==> src/rtl/irq_pkg.sv <==
`default_nettype none
// +------------------------------------------------------------------+
// | irq_pkg: register map, FSM states and field positions for        |
// | irq_controller.                                  Rev 1.0         |
// +------------------------------------------------------------------+
package irq_pkg;

  localparam logic [1:0] OFS_IE    = 2'd0;
  localparam logic [1:0] OFS_IP    = 2'd1;
  localparam logic [1:0] OFS_CAUSE = 2'd2;
  localparam logic [1:0] OFS_EOI   = 2'd3;

  localparam int GE_BIT      = 31;
  localparam int CNT_CLR_BIT = 30;
  localparam int CNT_LSB     = 8;
  localparam int CNT_MSB     = 23;

  typedef enum logic [1:0] {
    IDLE    = 2'd0,
    ASSERT  = 2'd1,
    SERVICE = 2'd2
  } irq_state_e;

endpackage
`default_nettype wire

==> src/rtl/irq_prio_enc.sv <==
`default_nettype none
// +------------------------------------------------------------------+
// | irq_prio_enc: lowest-index-wins priority encoder (id + valid).   |
// |                                                  Rev 1.0         |
// +------------------------------------------------------------------+
module irq_prio_enc
  import irq_pkg::*;
#(
  parameter int NUM_SRC = 4
) (
  input  logic [NUM_SRC-1:0] req,
  output logic [3:0]         id,
  output logic               valid
);

  // Scan from the top down so the lowest set index is the last one written.
  always_comb begin
    id    = 4'd0;
    valid = |req;
    for (int i = NUM_SRC - 1; i >= 0; i--) begin
      if (req[i]) id = 4'(i);
    end
  end

endmodule
`default_nettype wire

==> src/rtl/irq_controller.sv <==
`default_nettype none
// +------------------------------------------------------------------+
// | irq_controller: edge-latched, fixed-priority interrupt controller |
// | with EOI handshake. Optional IRQ_CNT_EN adds a dropped-event ctr. |
// |                                                  Rev 1.0         |
// +------------------------------------------------------------------+
module irq_controller
  import irq_pkg::*;
#(
  parameter int          NUM_SRC   = 4,
  parameter logic [31:0] BASE_ADDR = 32'h4000_0040
) (
  input  logic               clk,
  input  logic               reset,
  input  logic [NUM_SRC-1:0] src_irq,
  input  logic               pc31,
  input  logic               rd,
  input  logic               wr,
  input  logic [31:0]        addr,
  input  logic [31:0]        wdata,
  output logic [31:0]        rdata,
  output logic               irqout,
  output logic [3:0]         cause
);

  irq_state_e         r_state, w_state_nxt;
  logic [NUM_SRC-1:0] r_ie, r_ip, r_prev;
  logic [NUM_SRC-1:0] w_edge, w_w1c, w_svc_clr, w_clr, w_pend;
  logic               r_ge;
  logic [3:0]         r_cause, w_win_id;
  logic               w_win_vld, w_hit, w_ie_wr, w_ip_wr, w_eoi_wr;
  logic [31:0]        w_cnt_word;
  logic               unused_bits;

  assign w_hit    = (addr[31:4] == BASE_ADDR[31:4]);
  assign w_ie_wr  = wr && w_hit && (addr[3:2] == OFS_IE);
  assign w_ip_wr  = wr && w_hit && (addr[3:2] == OFS_IP);
  assign w_eoi_wr = wr && w_hit && (addr[3:2] == OFS_EOI);

  assign w_edge = src_irq & ~r_prev;
  assign w_w1c  = w_ip_wr ? wdata[NUM_SRC-1:0] : '0;
  assign w_clr  = w_w1c | w_svc_clr;
  assign w_pend = r_ip & r_ie;
  assign cause  = r_cause;

  assign unused_bits = ^{addr[1:0], wdata};

  // Taking the interrupt retires the in-service source's pending bit.
  always_comb begin
    w_svc_clr = '0;
    if (r_state == ASSERT && pc31) begin
      for (int i = 0; i < NUM_SRC; i++) begin
        w_svc_clr[i] = (r_cause == 4'(i));
      end
    end
  end

  irq_prio_enc #(
    .NUM_SRC (NUM_SRC)
  ) u_prio (
    .req   (w_pend),
    .id    (w_win_id),
    .valid (w_win_vld)
  );

  always_ff @(posedge clk) begin
    if (reset) r_state <= IDLE;
    else       r_state <= w_state_nxt;
  end

  always_comb begin
    w_state_nxt = r_state;
    irqout      = 1'b0;
    case (r_state)
      IDLE:    if (r_ge && w_win_vld) w_state_nxt = ASSERT;
      ASSERT: begin
        irqout = 1'b1;
        if (pc31) w_state_nxt = SERVICE;
      end
      SERVICE: if (w_eoi_wr) w_state_nxt = IDLE;
      default: w_state_nxt = IDLE;
    endcase
  end

  // A new edge is OR-ed in after the clear so that set wins.
  always_ff @(posedge clk) begin
    if (reset) begin
      r_ie    <= '0;
      r_ge    <= 1'b0;
      r_ip    <= '0;
      r_prev  <= '0;
      r_cause <= 4'd0;
    end else begin
      r_prev <= src_irq;
      r_ip   <= (r_ip & ~w_clr) | w_edge;
      if (r_state == IDLE && w_state_nxt == ASSERT) r_cause <= w_win_id;
      if (w_ie_wr) begin
        r_ie <= wdata[NUM_SRC-1:0];
        r_ge <= wdata[GE_BIT];
      end
    end
  end

`ifdef IRQ_CNT_EN
  logic [15:0] r_drop_cnt;
  logic        w_drop;

  assign w_drop     = |(w_edge & r_ip & ~w_clr);
  assign w_cnt_word = 32'(r_drop_cnt) << CNT_LSB;

  always_ff @(posedge clk) begin
    if (reset)                                r_drop_cnt <= 16'd0;
    else if (w_ie_wr && wdata[CNT_CLR_BIT])   r_drop_cnt <= 16'd0;
    else if (w_drop && r_drop_cnt != 16'hFFFF) r_drop_cnt <= r_drop_cnt + 16'd1;
  end
`else
  assign w_cnt_word = 32'd0;
`endif

  always_comb begin
    rdata = 32'd0;
    if (rd && w_hit) begin
      case (addr[3:2])
        OFS_IE:    rdata = 32'(r_ie) | (32'(r_ge) << GE_BIT) | w_cnt_word;
        OFS_IP:    rdata = 32'(r_ip);
        OFS_CAUSE: rdata = 32'(r_cause);
        default:   rdata = 32'd0;
      endcase
    end
  end

endmodule
`default_nettype wire
==> config.mk <==
export PLATFORM = sky130hd
export DESIGN_NAME = irq_controller
export DESIGN_NICKNAME = d
export VERILOG_FILES = /design/src/rtl/irq_pkg.sv /design/src/rtl/irq_prio_enc.sv /design/src/rtl/irq_controller.sv
export SDC_FILE = /design/constraint.sdc
export NUM_CORES = 1
export LEC_CHECK = 0
export ABC_AREA = 1
export BUFFER_PORTS_ARGS = -buffer_cell sky130_fd_sc_hd__buf_2
export CORE_UTILIZATION = 35
export CTS_CLUSTER_DIAMETER = 80
export CTS_CLUSTER_SIZE = 30
export DETAILED_ROUTE_END_ITERATION = 16
export MAX_ROUTING_LAYER = met4
export PLACE_DENSITY = 0.73
export SYNTH_ARGS = -nofsm -noshare
export SYNTH_HDL_FRONTEND = slang
export SYNTH_SLANG_ARGS = --single-unit
==> constraint.sdc <==
create_clock -name clk -period 1.26 [get_ports clk]
set_input_delay 0.189 -clock clk [delete_from_list [all_inputs] [get_ports clk]]
set_output_delay 0.189 -clock clk [all_outputs]
set_load 0.01 [all_outputs]
# Word level (Yosys, flattened, before mapping)
# Cells that the tools add are included.
# W data, S select, Z words.
# totals
elab_cells	49
ff_bits	19
output_inout_bits	37
in_bits	73
# classes
eq_ne	10
reduce_logical	12
n_bitwise	8
muxes	13
# ops
cell	n
$pmux W32 S3	1
$mux W32	1
$or A4 B32 Y32	1
$eq A28 B27 Y1 const B	1
$mux W2	7
$and A4 B4 Y4	3
$eq A4 B2 Y1 const B	2
$logic_and A1 B1 Y1	8
$mux W4	2
$not A4 Y4	2
$or A4 B4 Y4	2
$eq A2 B1 Y1 const B	3
$eq A2 B2 Y1 const B	3
$pmux W2 S3	1
$eq A4 B1 Y1 const B	1
$logic_not A2 Y1	2
$logic_not A4 Y1	1
$reduce_or A4 Y1	1
$mux W1	1

# Logic depth before layout (Yosys ltp)
# Gate-level depths: netlist of the first run.
# logic_depth
ltp_word	8
ltp_mapped	10
depth_no_buf	10

# By module
# Synthesis of the first run repeated with hierarchy kept, for this count alone.
# hier_totals
cells_unflattened	209
area_unflattened_um2	1321.3
# by_module_without_submodules
module	area_each_um2	instances	seq_area_each_um2	cells_each
irq_controller	1256.2	1	380.4	197
irq_prio_enc	65.1	1	0.0	12

# Worst setup path after synthesis of the first run
# Ideal clock, no wire load.
# synth_path
kind	input -> output
start	input addr[29]
end	output rdata[1]
cell_stages	6
path_buffers	0
t_arrival_ps	1070
setup_slack_ps	1
required_ps	1071
cell_sequence	or2_4 nor2_4 nand3b_4 nor2_8 nand2_4 nor3_2
# synth_between
elab_chain_cells	3
# synth_lines
element	line	rtl
start: declaration	irq_controller.sv:19	input logic [31:0] addr,
$eq A28 B27 Y1	irq_controller.sv:35	assign w_hit = (addr[31:4] == BASE_ADDR[31:4]);
$logic_and A1 B1 Y1	irq_controller.sv:122	if (rd && w_hit) begin
$mux W32	irq_controller.sv:122	
end: declaration	irq_controller.sv:21	output logic [31:0] rdata,
# No other way between the ends.

# Worst setup path after layout of the first run
# layout_path
start	input addr[29]
end	output rdata[31]
# Same word-level chain as after synthesis.

==> results of run 1 <==
==> repair_timing <==
action	in CTS	in global routing
hold endpoints to repair	0	0
resized for setup	3	14
setup buffers	1	2
pin swaps	0	3
endpoints found under the setup margin	5	14
==> cells in the mapped netlist (all sizes together) <==
library cell / n
a211oi: 1
a21oi: 8
a221oi: 1
a31oi: 1
and2: 1
buf: 30
clkinv: 1
conb: 1
dfxtp: 17
inv: 24
nand2: 58
nand3: 5
nand3b: 1
nand4: 4
nor2: 53
nor3: 6
o21ai: 2
or2: 2
==> layout make-up <==
type	instances	area, sq um
Clock buffer	3	41.3
Clock inverter	1	5.00
Fill cell	404	1970
Inverter	25	93.8
Multi-Input combinational cell	172	848
Sequential cell	17	340
Tap cell	48	60.1
Timing Repair Buffer	58	327
==> worst max-delay path: stages <==
cell and delay, ns:
sky130_fd_sc_hd__buf_6 0.09, sky130_fd_sc_hd__or2_4 0.25, sky130_fd_sc_hd__nor2_4 0.10, sky130_fd_sc_hd__nand3b_4 0.10, sky130_fd_sc_hd__nor2_8 0.12, sky130_fd_sc_hd__nand2_8 0.08
sky130_fd_sc_hd__nor3_4 0.15, sky130_fd_sc_hd__buf_2 0.15
==> worst max path at each step <==
stage,end,cells after the start,start,slack (ns)
6_report,rdata[31],8,addr[29],-0.17
5_1_grt,rdata[31],9,addr[15],-0.24
2_1_floorplan,rdata[1],6,addr[29],0.0009
3_3_place_gp,rdata[0],8,addr[29],-0.18
3_5_place_dp,rdata[1],8,addr[29],-0.17
4_1_cts,rdata[1],8,addr[29],-0.17
==> metal layers <==
| layer | global-route usage | share of wire |
|---|---|---|
| met3 | 0.0179 | 0.070 |
| met5 | - | 0 |
| met1 | 0.160 | 0.44 |
| met2 | 0.237 | 0.46 |
| met4 | 0.0694 | 0.023 |
==> through the flow <==
stage	cell area (sq um)	total power [mW]	std cells	setup TNS, ns
detailed placement	1590	0.803	319	-1.42
finish	1720	1.21	324	-0.754
global placement	1590	0.799	319	-1.27
floorplan	1460	0.761	244	0
CTS	1670	1.22	324	-0.691
global route	1720	1.27	324	-1.05
==> cells by family after synthesis <==
family,Yosys count
AO/OA/AOI/OAI,13
buffers and inverters,55
flip-flops,17
other,1
AND/OR/NAND/NOR,130
==> registers in the layout (all words and copies together) (netlist names) <==
register and flops:
r_ip 4, r_state 2, cause 2, r_ge 1, r_prev 4, r_ie 4
==> report_power, final <==
group | internal (mW) | switching (mW) | leakage, nW
sequential | 0.557 | 0.0117 | 0.139
clock | 0.220 | 0.188 | 0.0255
combinational | 0.0977 | 0.140 | 0.754
total | 0.875 | 0.340 | 0.919
==> results.txt, run 1 <==
The flow ran to the end, but the final reports show violations. The checks that failed: setup timing. Counting I/O delays and the setup requirement, the final critical path takes 1.43 ns. Worst path setup slack after routing: -0.167 ns.

Of all nets on the critical path, the largest fanout is 5. The logs give 1 for the H-tree depth and 29 for the distinct cell type count of the synthesized netlist. The post-layout utilization of the core came out at 0.465.

Summed over all nets, the half-perimeter wirelength after detailed placement is 2300 um. The worst setup path is captured at an output pin. The starting DRC count in detailed routing was 49. Sequential cell area fraction in the yosys report: 0.252.

On the final layout, the worst hold slack is 0.148 ns. The initial antenna violation count was 0. Class of the tightest hold or removal check: primary input to flip-flop. The overall track demand over capacity in global routing came out at 0.139. The number of remaining DRC errors was 0. The area share of fa/ha/maj cells after synthesis works out to 0. Buffers inserted during clock tree synthesis total 3. The clock slew seen by the registers of the worst setup and hold paths is 0.06 ns. Measured along the y axis, the die boundary spans 64.1 um.

Entering global routing, the biggest net connects 11 pins. The worst path required time was 1.07 ns; the area of the die was 4110 sq um. After synthesis, the mean cell area works out to 6.26 sq um. The worst setup path is launched from a primary input.

The library cell used most frequently in the layout, excluding fill and tap cells, is sky130_fd_sc_hd__nand2_1. Setup violations remaining at the end of the flow were counted as 5. The simple-gate portion of the synthesized area was 0.447. The flip-flop and latch count after synthesis came out at 17. The first TritonRoute pass finished after 4 iterations. In this run the horizontal extent of the chip is 64.1 um. The post-detailed-route wirelength per cell was 8.85 um. After synthesis, the cell types taking the most area are sky130_fd_sc_hd__dfxtp_1 25%, sky130_fd_sc_hd__buf_4 16%, sky130_fd_sc_hd__nand2_1 16%. The worst hold path begins at src_irq[2]. The final clock skew is 0.00275 ns, and the final net count is 350.

The post-synthesis xor/xnor area fraction works out to 0. Register-to-register setup slack: 0.18 ns. The endpoint identified for the worst register-to-register timing path is cause[0]. Counting along the longest clock path gives a buffer depth of 2. The worst-case IR drop observed on VDD is 0.000520 V. The total power density per cell area was 708 nW/um^2. The startpoint identified for the worst register-to-register timing path is r_ie[3]. Using the TritonRoute via totals, the vias-per-cell ratio works out to 4.24.

The run gives 0 as the number of warning messages in the yosys log. The proportion of netlist area held by the largest area contributor works out to 0.252. The remaining antenna violation count after routing was 0. Layout overhead on the synthesized area: 26.9%. Setup repair after global routing could not meet its margin everywhere. TritonCTS built the clock tree. The via count of the first global-routing pass is 1116, and the placement row count is 22. At the later pin of the worst-skew pair, clock insertion delay measures 0.26 ns. The share of post-route cells with drive strength above 1 works out to 0.315.

Post-synthesis instance area: 1350 sq um. The setup path with the least slack is of type primary input to output pin. The mux contribution to synthesized area came out at 0.

Prior to clock tree synthesis, the placed netlist has a worst setup slack of -0.172 ns. Cts-stage hold buffer count: 0. The total overflow left after global routing is 0. The final critical-path share of the clock period was 1.13; the leakage power summed over all cells was 0.919 nW.

The number of antenna diodes in the final layout is 0. The root cell of the clock tree was sky130_fd_sc_hd__clkbuf_8. Number of pins with negative max-slew slack in the final report: 0. Summed over all instances, the cell type with the most area after synthesis is sky130_fd_sc_hd__dfxtp_1. CTS saw 17 sinks. In the layout the commonest cells are 55 x sky130_fd_sc_hd__nand2_1, 48 x sky130_fd_sc_hd__buf_2, 41 x sky130_fd_sc_hd__nor2_1. Max-cap violations in this run came to 0. In this run the tool buffered the top-level ports with 51 buffer cells.

The run gives 0 as the final-report hold violation count. The starting density of the core was 0.366. For this run, the top clock speed supported by timing is 701 MHz. The tools report the worst path arrival time as 1.24 ns. The area fraction in compound gates after synthesis came out at 0.0639.

The worst hold path passes through 3 cells. The number of standard cells after synthesis was 216. The first global-routing pass estimated 4370 um of wire. After floorplanning, the core was sized to cover 3690 sq um. In this run the count of I/O pins placed on the die edge is 110. Routability-driven placement finished with a final weighted congestion of 0.894. By area, the combinational part of the netlist is dominated by simple AND/OR/NAND/NOR gates. The routed layout has 1374 vias. Summed over all layers, the routed wires come to 2870 um. For the worst flop-to-flop path, the logic depth is 5. For hold timing, the worst endpoint is r_prev[2].
Power figures use the tool's default switching activity.
==> inputs of run 2 (changes only) <==
--- a/config.mk
+++ b/config.mk
@@ -7,6 +7,7 @@
 export LEC_CHECK = 0
 export ABC_AREA = 1
 export BUFFER_PORTS_ARGS = -buffer_cell sky130_fd_sc_hd__buf_2
+export CORE_MARGIN = 8
 export CORE_UTILIZATION = 35
 export CTS_CLUSTER_DIAMETER = 80
 export CTS_CLUSTER_SIZE = 30
==> constraint.sdc (replaced) <==
create_clock -name clk -period 1.8 [get_ports clk]
set_input_delay 0.27 -clock clk [delete_from_list [all_inputs] [get_ports clk]]
set_output_delay 0.27 -clock clk [all_outputs]
set_load 0.01 [all_outputs]
==> run 2 against run 1 <==
Against the previous run:
- the run now ends clean
- sequential share of layout area grew 1.3 points
- combinational power down 36%
- flip-flop and latch count unchanged
- sequential power decreased by 30%
- highest routed layer unchanged
- worst setup slack improved by 0.37 ns
- register-to-register slack gained 0.45 ns
- via count shrank 3.1%
- global-route usage is 2.9 points lower
- cell area down 6.1%
- utilization is 2.8 points lower
==> results.txt, run 2 (synthesis gave the netlist of run 1 again) <==
For the finished layout, the period the worst path requires is 1.60 ns. Number of buffers added on ports: 51 (unchanged). The logs give 6110 sq um (+48%) for the area of the die and 2940 um (+28%) for the half-perimeter wire length after detailed placement. The number of inserted diodes is 0 (unchanged), and the number of optimization iterations in the first detailed-route pass is 4 (unchanged).

The switching power share of the total was 0.279 (-0.000841). Worst-skew pair later-pin latency: 0.25 ns (about the same). The tools report the sum of negative setup slack as 0 ns (+0.754 ns). The first element of the critical path is addr[29]. The signal on the critical path passes through buf_2 > or2_4 > nor2_4 > nand3b_4 > nor2_8 > nand2_4 > a31oi_2 > buf_2.

The clock slew seen by the registers of the worst setup and hold paths was 0.06 ns (about the same). The logs give 3420 um (+19%) for the routed wire length and 0.883 nW (-3.8%) for the leakage power summed over all cells. The tools report the largest net degree at the start of global routing as 11 (unchanged).

The number of sinks handled by clock tree synthesis is 17 (unchanged). Setup repair after global routing left no endpoint under its margin. The post-cts sizing count is 0 (-3), and the initial antenna violation count is 0 (unchanged). The part of the total power dissipated in the clock network was 0.340 (+0.004). The worst hold path begins at src_irq[3].

The remaining global-route overflow is 0 (unchanged), and the number of instances in the placed design is 315 (-1.3%). The slowest stage of the critical path is the sky130_fd_sc_hd__or2_4 cell. The overall track demand over capacity in global routing came out at 0.110 (-0.0292). The peak per-stage delay on the critical path was 0.25 ns (about the same); the total internal power was 0.602 mW (-31%). For the maximum clock insertion buffer count, the log shows 2 (unchanged). For the buffers inserted during post-CTS setup optimization, the log shows 0 (-1). Cts-stage hold buffer count: 0 (unchanged). The tools report the terminating pin of the worst hold path as r_prev[3]. The root buffer cell chosen for the clock tree is sky130_fd_sc_hd__clkbuf_8.

The run gives 1610 sq um (-6.1%) as the finished layout cell area. Relative to the synthesized area, the layout overhead comes to 19.2%. The tools report the wire length of the first global-routing pass as 5540 um (+27%). The run finished with clean final reports. The run gives 0.233 mW (-31%) as the switching power total. The total stage count of the critical path is 8 (unchanged).

The filler-free cell count of the finished design is 319 (-1.5%). The startpoint identified for the worst register-to-register timing path is r_state[0]. The setup-violating endpoint count in the final report was 0 (-5); the placement row count was 22 (unchanged).

The tools report the sort of element at the start of the critical path as a primary input. The boundary pin count is 110 (unchanged). Total of max-cap violations: 0 (unchanged). Worst path setup slack after routing: 0.199 ns (+0.367 ns). The worst setup path is captured at an output pin. The largest registers in the layout are r_ie x4, r_ip x4, r_prev x4. The portion of total power attributed to sequential cells is 0.476 (+0.008), and the starting DRC count in detailed routing is 41 (-16%).

The floorplan die width came out at 78.1 um (+22%). Leaving out fill and tap cells, the most frequent cell in the layout is sky130_fd_sc_hd__nand2_1. The logs give 0 (unchanged) for the number of pins with negative max-slew slack in the final report and 0.63 ns (+0.45 ns) for the register-to-register setup slack. The final-report hold violation count is 0 (unchanged), and the H-tree depth is 1 (unchanged). The total cell area at the placement stage came out at 1560 sq um (-1.9%).

The gate family responsible for the most delay along the worst path was simple AND/OR/NAND/NOR gates. The critical path in this run is classified as primary input to output pin. The worst-path maximum fanout came out at 5 (unchanged). The post-detailed-route wirelength per cell is 10.7 um (+21%). The tools report the part of the total power dissipated in combinational logic as 0.184 (-0.012).

The total power density per cell area is 518 nW/um^2 (-27%). The library cells used most frequently in the layout, excluding fill and tap cells, are 57 x sky130_fd_sc_hd__nand2_1, 51 x sky130_fd_sc_hd__buf_2, 49 x sky130_fd_sc_hd__nor2_1. The final clock skew is 0.000841 ns (-0.00191 ns). The tools report the starting density of the core as 0.366 (unchanged). The logs give 0 (unchanged) for the number of remaining DRC errors and 1326 (+19%) for the via count of the first global-routing pass. The worst path required time came out at 1.53 ns (+0.46 ns). Maximum clock frequency: 625 MHz.

The run gives 345 (-1.4%) as the final net count. The tools report the worst path arrival time as 1.33 ns (+0.09 ns). The tightest min-delay check is of the primary input to flip-flop type. The routability congestion estimate from global placement was 0.908 (+1.5%).

TritonCTS built the clock tree. By instance count, the cell type seen most on the critical path is sky130_fd_sc_hd__buf_2. Hold-critical path depth: 3 (unchanged). The cell depth of the worst flop-to-flop path is 7 (+2), and the final critical-path share of the clock period is 0.889. The run gives 1332 (-3.1%) as the total via count in the routed design. The number of buffers created by CTS was 3 (unchanged); the via count normalized by instance count was 4.18 (-1.5%). The pre-CTS setup slack came out at 0.200 ns (+0.371 ns). The tools report the destination of the worst register-to-register timing path as r_ip[2]. The die height was 78.1 um (+22%); the total buffers and inverters traversed by the critical path was 2 (unchanged). The tools report the largest vdd supply drop as 0.000441 V (-15%). For the remaining antenna violation count after routing, the log shows 0 (unchanged).

The core region area came out at 3690 sq um (unchanged). Share of post-route cells with drive strength above 1: 0.266 (-0.0495).
-- run 2: cell types whose count changed in the layout (fill, tap and decap cells not counted), moves of 2 or more --
cell | previous run | this run
sky130_fd_sc_hd__buf_2 | 48 | 51
sky130_fd_sc_hd__buf_4 | 7 | 2
sky130_fd_sc_hd__buf_6 | 3 | 0
sky130_fd_sc_hd__nand2_1 | 55 | 57
sky130_fd_sc_hd__nand2_2 | 2 | 0
sky130_fd_sc_hd__nor2_1 | 41 | 49
sky130_fd_sc_hd__nor2_2 | 10 | 2
-- run 2: layout make-up --
class                   instances  area (sq um)
flip-flops and latches         17           340
repair buffers                 53           270
inverters                      25          93.8
multi-input cells             172           800
fillers                       400          2080
clock inverters                 1          5.00
clock buffers                   3          41.3
well taps                      48          60.1
-- run 2: worst max path at each step --
stage / to
3_5_place_dp: rdata[0]
5_1_grt: rdata[0]
6_report: rdata[0]
4_1_cts: rdata[0]
2_1_floorplan: rdata[1]
3_3_place_gp: rdata[0]
-- run 2: power groups by stage --
stage	registers, mW	logic [mW]	clock network (mW)
after floorplan	0.404	0.129	0
after global placement	0.406	0.147	0
after detailed placement	0.406	0.150	0
after CTS	0.397	0.151	0.294
after global routing	0.399	0.175	0.313
final	0.397	0.153	0.284
-- run 2: tightest hold or removal path: stages --
cell,delay (ns)
sky130_fd_sc_hd__buf_2,0.09
sky130_fd_sc_hd__inv_1,0.04
sky130_fd_sc_hd__nor2_1,0.04
-- run 2: metal layers --
metal	share of wire	track usage
met2	0.44	0.181
met5	0	-
met3	0.11	0.0410
met1	0.44	0.121
met4	0.012	0.0333
-- run 2: through the flow --
stage	total power, mW	hold WS [ns]	utilization
floorplan	0.533	0.389	-
global placement	0.553	0.436	0.424
detailed placement	0.556	0.440	0.424
CTS	0.842	0.227	0.437
global route	0.887	0.229	0.437
finish	0.835	0.232	0.437
==> inputs of run 3 (changes only) <==
--- a/config.mk
+++ b/config.mk
@@ -5,7 +5,7 @@
 export SDC_FILE = /design/constraint.sdc
 export NUM_CORES = 1
 export LEC_CHECK = 0
-export ABC_AREA = 1
+export ABC_AREA = 0
 export BUFFER_PORTS_ARGS = -buffer_cell sky130_fd_sc_hd__buf_2
 export CORE_MARGIN = 8
 export CORE_UTILIZATION = 35
@@ -13,7 +13,7 @@
 export CTS_CLUSTER_SIZE = 30
 export DETAILED_ROUTE_END_ITERATION = 16
 export MAX_ROUTING_LAYER = met4
-export PLACE_DENSITY = 0.73
+export PLACE_DENSITY = 0.77
 export SYNTH_ARGS = -nofsm -noshare
 export SYNTH_HDL_FRONTEND = slang
 export SYNTH_SLANG_ARGS = --single-unit
==> constraint.sdc (replaced) <==
create_clock -name clk -period 1.55 [get_ports clk]
set_input_delay 0.2325 -clock clk [delete_from_list [all_inputs] [get_ports clk]]
set_output_delay 0.2325 -clock clk [all_outputs]
set_load 0.01 [all_outputs]
==> run 3 against run 2 <==
Against the previous run:
- the flow now finishes with violations (setup timing)
- sequential power is 16% higher
- total power grew 6.9%
- combinational power is 29% higher
- global-route usage is 1.6 points higher
- utilization rose by 5.8 points
- worst setup slack got worse by 0.24 ns
- via count down 12%
==> results.txt, run 3 <==
The logs give 0.876 (-3.4%) for the routability congestion estimate from global placement and 1178 (-12%) for the total via count in the routed design. The biggest area contributor in the post-synthesis netlist is sky130_fd_sc_hd__dfxtp_1. The proportion of netlist area held by the largest area contributor was 0.289 (+0.0372).

The run gives 145 (-33%) as the number of standard cells after synthesis. Relative to the synthesized area, the layout overhead comes to 38.0%. Filler-free cell count of the finished design: 253 (-21%). TritonCTS built the clock tree. By count the netlist is led by 31 x sky130_fd_sc_hd__buf_4, 17 x sky130_fd_sc_hd__dfxtp_1, 11 x sky130_fd_sc_hd__a21oi_1, 8 x sky130_fd_sc_hd__nand2_1.

The flip-flop and latch count after synthesis works out to 17 (unchanged). Post-synthesis instance area: 1180 sq um (-13%). The class of the tightest hold or removal check was primary input to flip-flop. The remaining global-route overflow was 0 (unchanged); the async set or reset register ratio after synthesis was 0 (unchanged).

The total buffers and inverters traversed by the critical path is 2 (unchanged). In the final layout, the registers with the most flip-flops are r_ie x4, r_ip x4, r_prev x4. Ranked by total cell area, the synthesized netlist is headed by sky130_fd_sc_hd__dfxtp_1 29%, sky130_fd_sc_hd__buf_4 20%, sky130_fd_sc_hd__a21oi_1 4.7%. The worst setup path is launched from a primary input.

The tools report the core region area as 3280 sq um (-11%). The clock slew seen by the registers of the worst setup and hold paths was 0.10 ns (+0.04 ns); the distinct cell type count of the synthesized netlist was 39 (+34%). Setup repair after global routing could not meet its margin everywhere. For the initial antenna violation count, the log shows 0 (unchanged).

Leaving out fill and tap cells, the most frequent cell in the layout is sky130_fd_sc_hd__buf_2. The via count of the first global-routing pass came out at 1195 (-9.9%). The signal on the critical path passes through buf_2 > nor4_4 > and4_4 > nand3_4 > nor4b_2 > buf_2. The half-perimeter wire length after detailed placement is 2670 um (-9.5%), and the area of the die is 5480 sq um (-10%). The number of pins with negative max-slew slack in the final report is 0 (unchanged). The leakage power summed over all cells was 0.705 nW (-20%). The number of remaining DRC errors is 0 (unchanged), and the die height is 74 um (-5.3%). The average instance area after synthesis was 8.12 sq um (+30%); the number of optimization iterations in the first detailed-route pass was 4 (unchanged). The sum of negative setup slack came out at -0.0814 ns (-0.0814 ns). The critical path in this run is classified as primary input to output pin.

The kind of cell with the highest combined delay along the critical path is simple AND/OR/NAND/NOR gates. The logs give 0.000378 V (-14%) for the largest vdd supply drop and 1.32 ns (-0.21 ns) for the worst path required time. Clock tree synthesis selected as its root buffer the cell sky130_fd_sc_hd__clkbuf_4. The run gives 0.289 (+0.0372) as the sequential cell area fraction in the yosys report. The nature of the critical path endpoint is an output pin. The checks that failed: setup timing.

The logs give 17 (unchanged) for the number of sinks handled by clock tree synthesis and 5300 um (-4.4%) for the wire length of the first global-routing pass. The slowest cell on the critical path was sky130_fd_sc_hd__and4_4. The total cell area at the placement stage came out at 1430 sq um (-8.6%). The run finished, with violations left. The share of post-route cells with drive strength above 1 is 0.406 (+0.140). The floorplan die width was 74 um (-5.3%). Worst path setup slack after routing: -0.0457 ns (-0.245 ns). Post-detailed-route wirelength per cell: 13.3 um (+24%).

The number of inserted diodes is 0 (unchanged). For the post-layout utilization of the core, the log shows 0.495 (+0.0583). Peak per-stage delay on the critical path: 0.29 ns (+0.04 ns). The number of buffers added on ports is 51 (unchanged), and the worst path arrival time is 1.36 ns (+0.03 ns).

The most numerous cell type found on the critical path is sky130_fd_sc_hd__buf_2. The most used flip-flop cell after synthesis is sky130_fd_sc_hd__dfxtp_1. For the worst-skew pair later-pin latency, the log shows 0.29 ns (+0.04 ns).

The final clock skew was 0.00684 ns (+0.00600 ns); the number of warning messages in the yosys log was 0 (unchanged). The tools report the placement row count as 21 (-4.5%). The via count normalized by instance count was 4.66 (+12%); the final critical path time including I/O delays and setup was 1.60 ns. The finished layout cell area is 1630 sq um (+0.93%). The top cell types in the final layout, fill and taps aside, are 45 x sky130_fd_sc_hd__buf_2, 29 x sky130_fd_sc_hd__conb_1, 17 x sky130_fd_sc_hd__dfxtp_1. The number of instances in the placed design is 246 (-22%), and the final critical-path share of the clock period is 1.03. The worst-path maximum fanout was 5 (unchanged). The final net count came out at 281 (-19%).

Most repeated cell in the gate-level netlist after synthesis: sky130_fd_sc_hd__buf_4. The number of buffers created by CTS was 3 (unchanged). The total of max-cap violations was 0 (unchanged). Starting DRC count in detailed routing: 59 (+44%). Maximum clock insertion buffer count: 2 (unchanged). The cts-stage hold buffer count was 0 (unchanged); the routed wire length was 3360 um (-1.9%).

The logs give -0.220 ns (-0.419 ns) for the pre-CTS setup slack and 0.125 (+0.0155) for the overall track demand over capacity in global routing. The setup-violating endpoint count in the final report is 3 (+3). The starting density of the core came out at 0.358 (-0.00787).

The tools report the largest net degree at the start of global routing as 19 (+8). Based on the critical path, the design can be clocked at up to 627 MHz. The remaining antenna violation count after routing is 0 (unchanged).

The H-tree depth is 1 (unchanged). The run gives 0 (unchanged) as the final-report hold violation count. The total power density per cell area is 549 nW/um^2 (+5.9%), and the boundary pin count is 110 (unchanged). The number of enable flip-flop cells after synthesis came out at 0 (unchanged).
-- run 3: routing by layer --
layer  share of wire  routed length (um)  global-route usage  vias up
met5               0                   0                   -        -
met4          0.0063                  21              0.0333        0
li1                -                   -                   -      588
met2            0.49                1650               0.217       53
met1            0.41                1390               0.146      533
met3           0.089                 298              0.0189        4
-- run 3: path summary, 6_finish.rpt --
path / start / end / slack (ns) / cells after the start
hold / removal: src_irq[3] / r_prev[3] / 0.16 / 2
hold reg to reg: r_ie[2] / r_ie[2] / 0.51 / 2
setup / recovery: addr[21] / rdata[31] / -0.05 / 6
setup reg to reg: r_ge / cause[0] / 0.09 / 4
-- run 3: metrics by stage --
stage,hold WS (ns),power (mW)
detailed placement,0.466,0.625
global placement,0.461,0.621
finish,0.164,0.892
global route,0.160,0.951
CTS,0.157,0.894
floorplan,0.361,0.606
-- run 3: power by group --
part | total (mW) | leakage, nW | internal, mW | switching [mW]
sequential | 0.459 | 0.139 | 0.450 | 0.00903
combinational | 0.198 | 0.548 | 0.0878 | 0.111
clock | 0.235 | 0.0177 | 0.0960 | 0.139
total | 0.892 | 0.705 | 0.634 | 0.258
-- run 3: cell families after synthesis --
group / synth area share
AO/OA/AOI/OAI: 0.172
buffers and inverters: 0.218
flip-flops: 0.289
multiplexers: 0.0340
other: 0.00319
AND/OR/NAND/NOR: 0.284
-- run 3: what timing repair did --
action                     in CTS  in global routing
pin swaps                       2                  2
resized for setup              19                  4
setup buffers                   0                  3
gates cloned                    0                  0
setup endpoints to repair       5                  5
-- run 3: cell type report --
type	instances	area (sq um)
inverters	2	7.51
fillers	347	1660
clock inverters	1	5.00
well taps	46	57.6
repair buffers	65	398
flip-flops and latches	17	340
clock buffers	3	22.5
multi-input cells	119	795
